<file path="src/rtl/stage0_fetch.sv">
// Instruction fetch / issue stage: owns the PC, drives the synchronous code-memory read port
// and hands {instr, pc} to stage 0.5 through a 2-entry skid FIFO with valid/ready.
module stage0_fetch #(
  parameter int PC_WIDTH    = 10,
  parameter int INSTR_WIDTH = 64
) (
  input  logic                   clk,
  input  logic                   rst,
  input  logic                   start,
  input  logic                   halt,
  input  logic                   branch_mispredict,
  input  logic [PC_WIDTH-1:0]    branch_target,
  output logic                   inst_rd_en,
  output logic [PC_WIDTH-1:0]    inst_rd_addr,
  input  logic [INSTR_WIDTH-1:0] inst_rd_data,
  output logic [INSTR_WIDTH-1:0] instr_out,
  output logic [PC_WIDTH-1:0]    pc_out,
  output logic                   vld,
  input  logic                   next_rdy
);

  typedef enum logic {S_IDLE, S_RUN} state_t;

  state_t                 state_q, state_d;
  logic [PC_WIDTH-1:0]    pc_q, pc_d;
  logic [1:0]             occ_q, occ_d;
  logic                   inflight_q, inflight_d;
  logic [PC_WIDTH-1:0]    tag_q, tag_d;
  logic [INSTR_WIDTH-1:0] head_instr_q, head_instr_d;
  logic [PC_WIDTH-1:0]    head_pc_q, head_pc_d;
  logic [INSTR_WIDTH-1:0] skid_instr_q, skid_instr_d;
  logic [PC_WIDTH-1:0]    skid_pc_q, skid_pc_d;

  logic       run;
  logic       flush;
  logic       shift_out;
  logic       push;
  logic [2:0] level;

  assign run       = (state_q == S_RUN);
  assign flush     = halt || (run && branch_mispredict);
  assign vld       = (occ_q != 2'd0);
  assign shift_out = vld && next_rdy;
  assign push      = inflight_q;
  assign instr_out = head_instr_q;
  assign pc_out    = head_pc_q;

  // Only issue when the returning word is guaranteed a FIFO slot next cycle.
  assign level        = {1'b0, occ_q} + {2'b00, inflight_q};
  assign inst_rd_en   = run && !halt && !branch_mispredict &&
                        (level < (3'd2 + {2'b00, shift_out}));
  assign inst_rd_addr = pc_q;

  always_comb begin
    state_d      = state_q;
    pc_d         = pc_q;
    inflight_d   = inst_rd_en;
    tag_d        = inst_rd_en ? pc_q : tag_q;
    occ_d        = occ_q;
    head_instr_d = head_instr_q;
    head_pc_d    = head_pc_q;
    skid_instr_d = skid_instr_q;
    skid_pc_d    = skid_pc_q;

    if (halt) begin
      state_d = S_IDLE;
    end else if (!run && start) begin
      state_d = S_RUN;
    end

    if (halt) begin
      pc_d = '0;
    end else if (run && branch_mispredict) begin
      pc_d = branch_target;
    end else if (inst_rd_en) begin
      pc_d = pc_q + PC_WIDTH'(1);
    end

    // A flush drops both queued entries and the word coming back from memory.
    if (flush) begin
      occ_d = 2'd0;
    end else if (push && shift_out) begin
      if (occ_q == 2'd2) begin
        head_instr_d = skid_instr_q;
        head_pc_d    = skid_pc_q;
        skid_instr_d = inst_rd_data;
        skid_pc_d    = tag_q;
      end else begin
        head_instr_d = inst_rd_data;
        head_pc_d    = tag_q;
      end
    end else if (push) begin
      if (occ_q == 2'd0) begin
        head_instr_d = inst_rd_data;
        head_pc_d    = tag_q;
      end else begin
        skid_instr_d = inst_rd_data;
        skid_pc_d    = tag_q;
      end
      occ_d = occ_q + 2'd1;
    end else if (shift_out) begin
      head_instr_d = skid_instr_q;
      head_pc_d    = skid_pc_q;
      occ_d        = occ_q - 2'd1;
    end
  end

  always_ff @(posedge clk or negedge rst) begin
    if (!rst) begin
      state_q      <= S_IDLE;
      pc_q         <= '0;
      occ_q        <= 2'd0;
      inflight_q   <= 1'b0;
      tag_q        <= '0;
      head_instr_q <= '0;
      head_pc_q    <= '0;
      skid_instr_q <= '0;
      skid_pc_q    <= '0;
    end else begin
      state_q      <= state_d;
      pc_q         <= pc_d;
      occ_q        <= occ_d;
      inflight_q   <= inflight_d;
      tag_q        <= tag_d;
      head_instr_q <= head_instr_d;
      head_pc_q    <= head_pc_d;
      skid_instr_q <= skid_instr_d;
      skid_pc_q    <= skid_pc_d;
    end
  end

endmodule
</file>
<file path="config.mk">
export PLATFORM = sky130hd
export DESIGN_NAME = stage0_fetch
export DESIGN_NICKNAME = d
export VERILOG_FILES = /design/src/rtl/stage0_fetch.sv
export SDC_FILE = /design/constraint.sdc
export NUM_CORES = 1
export LEC_CHECK = 0
export CAP_MARGIN = 5
export CORE_ASPECT_RATIO = 1.25
export CORE_MARGIN = 5
export CORE_UTILIZATION = 40
export CTS_BUF_LIST = sky130_fd_sc_hd__clkbuf_4
export DETAILED_ROUTE_END_ITERATION = 6
export PLACE_DENSITY = 0.78
export REMOVE_ABC_BUFFERS = 1
export SYNTH_ARGS = -nofsm -noshare
export SYNTH_HDL_FRONTEND = slang
export SYNTH_SLANG_ARGS = --single-unit
export TNS_END_PERCENT = 30
</file>
<file path="constraint.sdc">
create_clock -name clk -period 1.9 [get_ports clk]
set_input_delay 0.38 -clock clk [delete_from_list [all_inputs] [get_ports clk]]
set_output_delay 0.38 -clock clk [all_outputs]
set_load 0.1 [all_outputs]
</file>
==> flow_metrics.env, run 1 <==
export IMPL_status="complete, but fails checks"
export IMPL_violations="negative setup slack"
export IMPL_synth_common_cells="dfrtp_1, mux2_2, nand2_1"
export IMPL_fin_ws_ps=-294.4
export IMPL_synth_area_leaders="dfrtp_1, mux2_2, mux2i_1"
export IMPL_drive_above_1_share_pct=33.99
export IMPL_die_w_um=131.4
export IMPL_syn_inst=600
export IMPL_finalHoldViolations=0
export IMPL_cts_buffers=17
export IMPL_cts_sinks=172
export IMPL_finClkSkew_ps=17.09
export IMPL_cts_clk_slew_worst_paths_ps=140
export IMPL_avgSynthCellArea_um2=12.28
export IMPL_final_cells=1046
export IMPL_routed_wl_mm=18.47
export IMPL_finalMaxSlewViolations=0
export IMPL_core_area_um2=18100
export IMPL_final_util_pct=57.31
export IMPL_cts_tree="built"
export IMPL_crit_path_end_kind="primary output"
export IMPL_rows=55
export IMPL_dp_cells=996
export IMPL_required_ps=1520
export IMPL_overflow=0
export IMPL_grt_max_degree=59
export IMPL_dr_pass1_iters=4
export IMPL_port_buffers=165
export IMPL_root_buffer="clkbuf_4"
export IMPL_die_h_um=161.7
export IMPL_rsz0062_at_grt="true"
export IMPL_synth_top_area_share_pct=58.41
export IMPL_drt_iter0_markers=296
export IMPL_pre_cts_ws_ps=-239.5
export IMPL_yosysSeqAreaShare_pct=58.41
export IMPL_cts_max_level=4
export IMPL_clk_latency_ps=540
export IMPL_ios=166
export IMPL_synth_ff_type="dfrtp_1"
export IMPL_area_growth_pct=40.77
export IMPL_fmax_ghz=0.4557
export IMPL_synthArstFlopShare_pct=100.0
export IMPL_critical_path_peak_fanout=2
export IMPL_finalNetCount=888
export IMPL_stdcell_area_um2=10370
export IMPL_grt_antenna_before_repair=0
export IMPL_yosysTopAreaCell="dfrtp_1"
export IMPL_netlist_area_um2=7368
export IMPL_critical_path_startpoint_type="flip-flop"
export IMPL_vdd_drop_max_uv=460.7
export IMPL_min_path_type="input port to asynchronous set/reset pin"
export IMPL_slew_headroom_pct=61.63
export IMPL_fin_tns_setup_ps=-5633
export IMPL_routedWlPerCell_um=17.66
export IMPL_num_vias=5346
export IMPL_start_util_pct=40.71
export IMPL_leakage_nw=5.318
export IMPL_insertedDiodeCount=0
export IMPL_setup_viol=72
export IMPL_max_slew_worst_pin_slew_ps=575.6
export IMPL_synth_edf_count=0
export IMPL_grt_usage_pct=16.18
export IMPL_antenna_left=0
export IMPL_dpl_instance_area_um2=9662
export IMPL_clockBufferDepth=2
export IMPL_synth_distinct_cells=34
export IMPL_vias_per_cell=5.111
export IMPL_gp_congestion=0.8083
export IMPL_drv_cap=0
export IMPL_grt_pass1_wl_mm=28.11
export IMPL_die_area_um2=21250
export IMPL_yosysMostFrequentCell="dfrtp_1"
export IMPL_path_class="flip-flop to primary output"
export IMPL_finalCritPeriodShare_pct=115.5
export IMPL_synth_warning_count=0
export IMPL_period_needed_ps=2194
export IMPL_drc=0
export IMPL_crit_arrival_ps=1810
export IMPL_powerDensity_nw_per_um2=938.6
export IMPL_ys_ff_latch=172
export IMPL_grt_pass1_vias=5600
export IMPL_hpwlAfterDp_mm=11.90
## state kept, by name, summed over array words and instances, names as in the netlist, 2 cells and up
name / count
tag_q: 10
occ_q: 2
skid_instr_q: 64
inst_rd_addr: 10
pc_out: 10
skid_pc_q: 10
instr_out: 64
## routing by layer
metal | wire length [µm] | track usage (%) | vias to the layer above
li1 | - | - | 2528
met1 | 7971 | 20.09 | 2638
met2 | 9344 | 27.50 | 160
met3 | 906 | 4.554 | 20
met4 | 251 | 5.051 | 0
met5 | 0 | 0 | -
## report_power, final
part	leakage, nW	switching, W	internal, W
registers	2.36	0.000247	0.00405
clock network	0.150	0.00129	0.000927
logic	2.80	0.00230	0.000924
## per-stage QoR
step | power [W] | hold slack, ps
after CTS | 0.009760 | 308.8
after global routing | 0.01020 | 309.0
after global placement | 0.007445 | 397.8
after floorplan | 0.006545 | 84.41
final | 0.009735 | 359.9
after detailed placement | 0.007505 | 399.3
## kinds of logic (layout without fill, tap and decap cells)
| kind of cell | count (synthesis) | after routing | synth area share (%) |
|---|---|---|---|
| fa+ha+maj | 3 | 3 | 0.5095 |
| mux | 159 | 159 | 23.01 |
| simple gates | 116 | 116 | 6.691 |
| compound gates | 101 | 103 | 7.574 |
| buf+inv | 42 | 258 | 2.972 |
| flops | 172 | 172 | 58.41 |
| xor+xnor | 7 | 7 | 0.8321 |
## final timing paths
path | from | to | slack (ps) | depth (start not counted)
max | occ_q[0]$_DFFE_PN0P_ | inst_rd_en | -290 | 6
min | rst | instr_out[45]$_DFFE_PN0P_ | 360 | 2
min in group clk | start | run$_DFFE_PN0P_ | 380 | 3
max in group asynchronous | rst | inst_rd_addr[5]$_DFFE_PN0P_ | 930 | 3
min reg2reg | instr_out[17]$_DFFE_PN0P_ | instr_out[17]$_DFFE_PN0P_ | 490 | 2
max reg2reg | occ_q[0]$_DFFE_PN0P_ | instr_out[35]$_DFFE_PN0P_ | -130 | 7
## worst max-delay path, stage by stage (launching register included)
cell and delay [ps]:
dfrtp_1 430, ha_2 200, ha_4 220, o21ai_4 60, nand3_2 110, inv_2 90, buf_12 170
## cell type report
cell class	count	area [µm²]
tap	228	285.3
inverter	5	18.77
timing repair buffer	221	2487
sequential	172	4304
fill	1480	7726
multi-input combinational	388	2974
clock inverter	14	167.7
clock buffer	18	135.1
## timing repair
item,4_1_cts,5_1_grt
gates cloned,0,15
gates resized for setup,16,38
pin swaps,5,3
setup buffers,2,0
hold buffers,1,0
endpoints found under the hold margin,49,0
setup endpoints to repair,4,79
## cell usage in the layout (no fill, tap or decap), drive strengths merged, types with 3 or more instances in the layout
| master | instances |
|---|---|
| buf | 133 |
| and3 | 3 |
| a32o | 3 |
| ha | 3 |
| a211o | 4 |
| dfrtp | 172 |
| nand2 | 83 |
| nand3 | 5 |
| xor2 | 5 |
| a21oi | 6 |
| nand4 | 4 |
| inv | 7 |
| mux2 | 83 |
| clkdlybuf4s50 | 78 |
| o21ai | 83 |
| clkinv | 5 |
| nor2 | 11 |
| mux2i | 76 |
| clkinvlp | 4 |
| bufinv | 3 |
| nor2b | 3 |
| clkbuf | 27 |
(Power assumes the default switching activity.)
==> inputs of run 2 (changes only) <==
- CORE_UTILIZATION: 40 -> 45
- PLACE_DENSITY: 0.78 -> 0.86
==> run 2 against run 1 <==
Against the previous run: the flow still finishes with violations (negative setup slack); sequential power about the same; setup slack got worse by 52 ps; sequential share of layout area shrank 1.2 points; fmax decreased by 2.3%; via count rose by 3.3%; die area is 10% lower; critical path type unchanged.
==> flow_metrics.env, run 2 (synthesis results as in run 1) <==
export IMPL_status="complete, but fails checks"
export IMPL_violations="negative setup slack"
export IMPL_grt_antenna_before_repair=0
export IMPL_leakage_nw=5.519
export IMPL_cts_buffers=17
export IMPL_crit_arrival_ps=1870
export IMPL_drc=0
export IMPL_die_area_um2=19050
export IMPL_routedWlPerCell_um=18.76
export IMPL_cts_sinks=172
export IMPL_routed_wl_mm=19.64
export IMPL_core_area_um2=16140
export IMPL_cts_tree="built"
export IMPL_rsz0062_at_grt="true"
export IMPL_powerDensity_nw_per_um2=895.6
export IMPL_die_h_um=153.1
export IMPL_grt_usage_pct=17.67
export IMPL_period_needed_ps=2246
export IMPL_mostFrequentLayoutCells="dfrtp_1, buf_4, clkdlybuf4s50_1, nand2_1, mux2i_1"
export IMPL_path_class="flip-flop to primary output"
export IMPL_critical_path_peak_fanout=3
export IMPL_vias_per_cell=5.275
export IMPL_cp_top_family="flip-flops"
export IMPL_layout_commonest_cell="dfrtp_1"
export IMPL_path_buf_inv=3
export IMPL_holdWs_ps=248.6
export IMPL_root_buffer="clkbuf_4"
export IMPL_crit_path_end_kind="primary output"
export IMPL_die_w_um=124.5
export IMPL_grt_pass1_wl_mm=27.43
export IMPL_setup_viol=83
export IMPL_min_path_type="input port to asynchronous set/reset pin"
export IMPL_max_slew_worst_pin_slew_ps=356.2
export IMPL_fillCellCount=1168
export IMPL_crit_slowest_cell="dfrtp_1"
export IMPL_finalCritPeriodShare_pct=118.2
export IMPL_cts_max_level=4
export IMPL_ios=166
export IMPL_cts_clk_slew_worst_paths_ps=130
export IMPL_clk_latency_ps=540
export IMPL_fin_ws_ps=-346.1
export IMPL_grt_pass1_vias=5593
export IMPL_clockBufferDepth=2
export IMPL_p_total_w=0.009556
export IMPL_slew_headroom_pct=76.09
export IMPL_port_buffers=165
export IMPL_insertedDiodeCount=0
export IMPL_finClkSkew_ps=16.29
export IMPL_fmax_ghz=0.4452
export IMPL_hpwlAfterDp_mm=11.85
export IMPL_area_growth_pct=44.81
export IMPL_critical_path_startpoint_type="flip-flop"
export IMPL_num_vias=5523
export IMPL_worstPathCellList="buf_4, o21ai_1, o21ai_4, nand3_2, inv_2, buf_12"
export IMPL_drv_cap=0
export IMPL_dr_pass1_iters=5
export IMPL_final_util_pct=66.13
export IMPL_start_util_pct=45.67
export IMPL_vdd_drop_max_uv=400.2
export IMPL_grt_max_degree=70
export IMPL_overflow=0
export IMPL_finalMaxSlewViolations=0
export IMPL_gp_congestion=0.8627
export IMPL_rows=52
export IMPL_required_ps=1520
export IMPL_finalNetCount=901
export IMPL_drive_above_1_share_pct=36.10
export IMPL_finalHoldViolations=0
export IMPL_antenna_left=0
export IMPL_cpPeakStageDelay_ps=430
export IMPL_drt_iter0_markers=285
==> run 2: cell types whose count changed in the layout (fill, tap and decap cells not counted), moves of 4 or more <==
cell,previous run,this run
o21ai_0,30,19
buf_6,6,13
clkbuf_4,18,23
o21ai_2,7,11
o21ai_1,44,50
mux2_4,0,28
buf_12,36,40
mux2_2,83,55
==> run 2: report_power, final <==
group / total (W) / switching, W / internal [W] / leakage [nW]
logic: 0.00334 / 0.00233 / 0.00101 / 3.02
clock network: 0.00189 / 0.00117 / 0.000720 / 0.141
registers: 0.00432 / 0.000274 / 0.00405 / 2.36
total: 0.00956 / 0.00378 / 0.00578 / 5.52
==> run 2: worst paths after layout <==
kind,start,endpoint,slack [ps],depth (start not counted)
min in group clk,start,run$_DFFE_PN0P_,390,3
worst max-delay path,occ_q[0]$_DFFE_PN0P_,inst_rd_en,-350,6
worst min-delay path,rst,instr_out[22]$_DFFE_PN0P_,250,2
max in group asynchronous,rst,instr_out[0]$_DFFE_PN0P_,1070,3
worst max register to register,occ_q[0]$_DFFE_PN0P_,instr_out[25]$_DFFE_PN0P_,-290,8
worst min register to register,instr_out[34]$_DFFE_PN0P_,instr_out[34]$_DFFE_PN0P_,490,2
==> run 2: per-stage QoR <==
step           area [µm²]  instances  setup slack [ps]  TNS (ps)
5_1_grt             10670       1047            -447.8    -23390
3_3_place_gp         9679        985            -198.4    -22310
3_5_place_dp         9679        985            -219.7    -26910
6_report            10670       1047            -346.1    -17710
4_1_cts              9990       1021            -382.2     -1260
2_1_floorplan        7168        563             -6863   -710980
==> run 2: final cells by class <==
type	count	area [µm²]	area share, %
Timing Repair Buffer	233	2691	25.22
Multi-Input combinational cell	389	3141	29.43
Tap cell	216	270.3	2.533
Clock buffer	23	172.7	1.618
Clock inverter	9	72.57	0.6801
Inverter	5	18.77	0.1759
Sequential cell	172	4304	40.34
==> run 2: per-layer routing <==
layer	up-vias	wire length [µm]	track usage, %
met5	-	0	0
li1	2558	-	-
met4	0	387	7.833
met1	2762	8317	21.39
met3	28	813	4.119
met2	175	10120	30.13
==> run 2: repair_timing <==
item	CTS	global route
resized for setup	12	105
setup buffers	3	7
gates cloned	0	19
hold buffers	1	0
hold endpoints to repair	172	0
endpoints found under the setup margin	2	76
pin swaps	5	14
==> run 2: worst register-to-register path, stage by stage (launching register included) <==
cell       delay, ps
dfrtp_1          430
buf_4            150
buf_6            110
or2_4            250
or2_4            280
a211o_4          440
buf_12           170
clkbuf_16        160
o21ai_1          150
